--- src/rtl/phaser_pkg.sv ---
// Shared encodings for the Phaser control path: command modes, FSM states and the
// default phase width / period length.
package phaser_pkg;

    localparam int DEF_PHASE_W = 4;
    localparam int PERIOD      = 2 ** DEF_PHASE_W;

    typedef enum logic [1:0] {
        MODE_LOAD = 2'b00,
        MODE_UP   = 2'b01,
        MODE_DN   = 2'b10,
        MODE_STOP = 2'b11
    } mode_e;

    typedef enum logic [1:0] {
        ST_IDLE  = 2'b00,
        ST_PEND  = 2'b01,
        ST_SWEEP = 2'b10
    } state_e;

endpackage

--- src/rtl/phase_period_counter.sv ---
// Free-running Phaser period tracker: per_cnt, the last-cycle-of-period flag, and a
// registered pulse on the first cycle of every period except the one right after reset.
module phase_period_counter
    import phaser_pkg::*;
#(
    parameter int PHASE_W = DEF_PHASE_W
) (
    input  logic               clk,
    input  logic               rst,
    output logic [PHASE_W-1:0] per_cnt,
    output logic               boundary,
    output logic               period_start
);

    logic [PHASE_W-1:0] per_cnt_q;
    logic [PHASE_W-1:0] per_cnt_d;
    logic               period_start_q;
    logic               period_start_d;

    always_comb begin
        per_cnt_d      = per_cnt_q + PHASE_W'(1);
        // Registered from the wrap so it lines up with per_cnt == 0.
        period_start_d = (per_cnt_q == {PHASE_W{1'b1}});
    end

    always_ff @(posedge clk) begin
        if (rst) begin
            per_cnt_q      <= '0;
            period_start_q <= 1'b0;
        end else begin
            per_cnt_q      <= per_cnt_d;
            period_start_q <= period_start_d;
        end
    end

    assign per_cnt      = per_cnt_q;
    assign boundary     = (per_cnt_q == {PHASE_W{1'b1}});
    assign period_start = period_start_q;

endmodule

--- src/rtl/phase_steer_ctrl.sv ---
// Phaser compare-word controller: takes (base, step) commands, holds them until the next
// period boundary, and optionally sweeps the element step every SWEEP_DIV periods.
module phase_steer_ctrl
    import phaser_pkg::*;
#(
    parameter int PHASE_W   = DEF_PHASE_W,
    parameter int SWEEP_DIV = 8
) (
    input  logic               clk,
    input  logic               rst,
    input  logic               cmd_valid,
    output logic               cmd_ready,
    input  logic [1:0]         cmd_mode,
    input  logic [PHASE_W-1:0] cmd_base,
    input  logic [PHASE_W-1:0] cmd_step,
    output logic [PHASE_W-1:0] comp1,
    output logic [PHASE_W-1:0] comp2,
    output logic               busy,
    output logic               period_start
);

    localparam int               SC_W    = (SWEEP_DIV > 1) ? $clog2(SWEEP_DIV) : 1;
    localparam logic [SC_W-1:0]  SC_LAST = SC_W'(SWEEP_DIV - 1);

    // Handshake: a command transfers on any rising edge where cmd_valid and cmd_ready are
    // both high; cmd_ready depends only on state, never on cmd_valid.
    logic               accept;
    logic               boundary;
    logic [PHASE_W-1:0] per_cnt;
    mode_e              cmd_mode_e;

    state_e             state_q,     state_d;
    mode_e              sh_mode_q,   sh_mode_d;
    logic [PHASE_W-1:0] sh_base_q,   sh_base_d;
    logic [PHASE_W-1:0] sh_step_q,   sh_step_d;
    logic [PHASE_W-1:0] comp1_q,     comp1_d;
    logic [PHASE_W-1:0] comp2_q,     comp2_d;
    logic [PHASE_W-1:0] step_q,      step_d;
    logic [SC_W-1:0]    sweep_cnt_q, sweep_cnt_d;

    phase_period_counter #(.PHASE_W(PHASE_W)) u_period (
        .clk          (clk),
        .rst          (rst),
        .per_cnt      (per_cnt),
        .boundary     (boundary),
        .period_start (period_start)
    );

    assign cmd_mode_e = mode_e'(cmd_mode);
    assign accept     = cmd_valid & cmd_ready;

    always_ff @(posedge clk) begin
        if (rst) begin
            state_q     <= ST_IDLE;
            sh_mode_q   <= MODE_LOAD;
            sh_base_q   <= '0;
            sh_step_q   <= '0;
            comp1_q     <= '0;
            comp2_q     <= '0;
            step_q      <= '0;
            sweep_cnt_q <= '0;
        end else begin
            state_q     <= state_d;
            sh_mode_q   <= sh_mode_d;
            sh_base_q   <= sh_base_d;
            sh_step_q   <= sh_step_d;
            comp1_q     <= comp1_d;
            comp2_q     <= comp2_d;
            step_q      <= step_d;
            sweep_cnt_q <= sweep_cnt_d;
        end
    end

    always_comb begin
        state_d     = state_q;
        sh_mode_d   = sh_mode_q;
        sh_base_d   = sh_base_q;
        sh_step_d   = sh_step_q;
        comp1_d     = comp1_q;
        comp2_d     = comp2_q;
        step_d      = step_q;
        sweep_cnt_d = sweep_cnt_q;

        // A newly accepted command pre-empts any sweep update on the same edge.
        if (accept) begin
            if (cmd_mode_e == MODE_STOP) begin
                state_d     = ST_IDLE;
                sweep_cnt_d = '0;
            end else begin
                state_d   = ST_PEND;
                sh_mode_d = cmd_mode_e;
                sh_base_d = cmd_base;
                sh_step_d = cmd_step;
            end
        end else begin
            unique case (state_q)
                ST_PEND: begin
                    if (boundary) begin
                        comp1_d     = sh_base_q;
                        comp2_d     = sh_base_q + sh_step_q;
                        step_d      = sh_step_q;
                        sweep_cnt_d = '0;
                        state_d     = (sh_mode_q == MODE_LOAD) ? ST_IDLE : ST_SWEEP;
                    end
                end
                ST_SWEEP: begin
                    if (boundary) begin
                        if (sweep_cnt_q == SC_LAST) begin
                            step_d      = (sh_mode_q == MODE_DN) ? step_q - PHASE_W'(1)
                                                                 : step_q + PHASE_W'(1);
                            comp2_d     = comp1_q + step_d;
                            sweep_cnt_d = '0;
                        end else begin
                            sweep_cnt_d = sweep_cnt_q + SC_W'(1);
                        end
                    end
                end
                default: ;
            endcase
        end
    end

    always_comb begin
        cmd_ready = (state_q != ST_PEND);
        busy      = (state_q != ST_IDLE);
    end

    assign comp1 = comp1_q;
    assign comp2 = comp2_q;

endmodule
--- config.mk ---
export PLATFORM = sky130hd
export DESIGN_NAME = phase_steer_ctrl
export DESIGN_NICKNAME = d
export VERILOG_FILES = /design/src/rtl/phaser_pkg.sv /design/src/rtl/phase_period_counter.sv /design/src/rtl/phase_steer_ctrl.sv
export SDC_FILE = /design/constraint.sdc
export NUM_CORES = 1
export LEC_CHECK = 0
export CORE_UTILIZATION = 48
export CTS_CLUSTER_DIAMETER = 100
export CTS_CLUSTER_SIZE = 25
export DETAILED_ROUTE_END_ITERATION = 10
export PLACE_DENSITY = 0.75
export SYNTH_ARGS = -nofsm -noshare
export SYNTH_HDL_FRONTEND = slang
export SYNTH_SLANG_ARGS = --single-unit
export TNS_END_PERCENT = 20
--- constraint.sdc ---
create_clock -name clk -period 2.3 [get_ports clk]
set_input_delay 0.69 -clock clk [delete_from_list [all_inputs] [get_ports clk]]
set_output_delay 0.69 -clock clk [all_outputs]
set_load 0.03 [all_outputs]
==> metrics <==
run status complete, no violations; Slew Viols, Final 0; ANT nets after route 0; Worst Tran Pin Value 561 ps; DR WL/cell 13.4 um; DRT Wirelength 3560 um; die width 60.3 um; CTS clk-pin slew, worst paths 90 ps; H-tree Lvls 2; Sum Neg Setup Slack 0 ps; Total Routing Usage GR 22.1%; post-route minimum period 2230 ps; worst-path fanout max 5; CTS root buf clkbuf_4; worst slack, placed 12.8 ps; WS Path Type reg2reg; final worst path period share 96.8%; Synth Register Bits 32; pwr dens 495 nW/um2; Main synth FF type dfxtp_1; area of the multi-input gates 985 um2; first drt pass iteration count 4; number of fill cells 272; Synth Instances 185; ranking of synthesized cells by area dfxtp_1 39%, ha_1 8.4%, a21oi_1 6.1%; Fin. Hold Viols 0; Via density 5.32; core area 3150 um2; peak supply drop 0.384 mV; post-synthesis sequential area ratio 39.2%; Storage cell area 643 um2; yosys warns 0; Final Net Count 247; clock buffer depth 2; post-cts hold buffer count 0; Worst-Skew Late Latency 330 ps; area delta synth->final 27.3%; Overflow after GRT 0; ant diodes 0; Rows 20; DP HPWL 2630 um; unrepaired setup endpoints after global routing yes; initial core utilization 51.8%; clock buffer count from CTS 5; HP Class reg2reg; Synth area leader dfxtp_1; Mapped Area 1630 um2; I/O pin count 24; post-synth top area share 39.2%; most common cell in the netlist dfxtp_1; top cells by count, synth 32 x dfxtp_1, 25 x nand2_1, 25 x nor2_1; vias post-DR 1,409; Distinct cells, synth 36; worst hold slack 462 ps; DP Area 1980 um2; setup violators final 0; Mapped Avg Cell Area 8.83 um2; static leakage 0.000851 uW; maxcap violations 0; antenna violations before repair 0; Synth Net Count 211; global-route wire length before repair 5840 um; vias in the first global route 1,329; clock skew 4.86 ps; DRC 0; TritonCTS clock tree built; CP required 2540 ps; CP endpoint kind flop; clk sink count 32; asr flop ratio synth 0%; Iter 0 DRT Violations 40; Die H 60.3 um; Arrival @ worst endpoint 2460 ps; startpoint types flop; post-route setup slack 72.9 ps; GPL Wtd Cong 0.830; die area 3640 um2; worst rel slew slack 62.6%; finished layout cell area 2080 um2; pin count of the biggest net entering global routing 34; layout cells sized above 1 15.8%; EDFF count, synth 0; I/O Buffers 23; f_max 449 MHz
routing by layer:
layer	global-route usage, %	vias up	share of wire (%)
li1	-	714	-
met1	28.0	661	45
met2	34.5	30	49
met3	5.76	4	5.3
met4	11.6	0	0.96
met5	0	-	0
worst paths after layout:
path                             from                   to  slack (ps)  depth (start not counted)
setup / recovery         sh_mode_q[1]             comp2[3]          70                          9
setup reg to reg         sh_mode_q[1]             comp2[3]          70                          9
hold / removal    u_period.per_cnt[0]  u_period.per_cnt[0]         460                          1
hold reg to reg   u_period.per_cnt[0]  u_period.per_cnt[0]         460                          1
registers in the layout, indices dropped and copies added, names as in the netlist:
name / count
state_q: 2
sh_step_q: 4
comp2: 4
sh_base_q: 4
step_q: 4
sh_mode_q: 2
sweep_cnt_q: 3
u_period.per_cnt: 4
u_period.period_start: 1
comp1: 4
what timing repair did:
action	4_1_cts	5_1_grt
gates cloned	0	0
buffers inserted	0	3
setup endpoints to repair	3	2
resized for setup	2	8
pin swaps	0	8
worst max-delay path, stage by stage (launching register included):
cell,delay (ps)
dfxtp_2,340
nor2b_4,200
xor2_2,160
ha_2,290
ha_1,280
a21o_1,180
a21oi_2,130
xnor2_1,150
xnor2_1,110
a2111oi_2,280
where the power goes:
part,internal [uW],switching [uW]
clock network,112,185
registers,571,15.5
logic,70.9,74.5
cells by family after synthesis:
| family | count (synthesis) | synth area share [%] |
|---|---|---|
| compound gates | 40 | 15.9 |
| fa+ha+maj | 13 | 10.9 |
| mux | 6 | 3.68 |
| buf+inv | 10 | 2.37 |
| flops | 32 | 39.2 |
| simple gates | 73 | 22.1 |
| xor+xnor | 11 | 5.90 |
per-stage QoR:
| step | total power [uW] | utilization (%) | std cells |
|---|---|---|---|
| floorplan | 678 | - | 185 |
| global placement | 730 | 62.8 | 255 |
| detailed placement | 738 | 62.8 | 255 |
| CTS | 1030 | 64.2 | 262 |
| global route | 1080 | 66.0 | 265 |
| finish | 1030 | 66.0 | 265 |
final cells by class:
class,instances,area share (%)
tap,44,2.65
clock inverter,1,0.241
timing repair buffer,33,15.8
inverter,6,1.08
clock buffer,6,1.99
sequential,32,30.9
multi-input combinational,143,47.4
layout by cell type (no fill, tap or decap), drive strengths merged, types with 2 or more instances in the layout:
cell,n
dfxtp,32
o211ai,2
a21oi,21
nor3,5
clkdlybuf4s50,21
a21o,2
ha,11
inv,6
nand2b,2
mux2i,6
dlygate4sd2,2
buf,10
nor2b,3
or2,2
xnor2,8
a211oi,5
nor2,26
nand2,25
nand3,5
fa,2
xor2,3
o21ai,5
clkbuf,6
No activity file was read; power rests on OpenSTA's default activity.
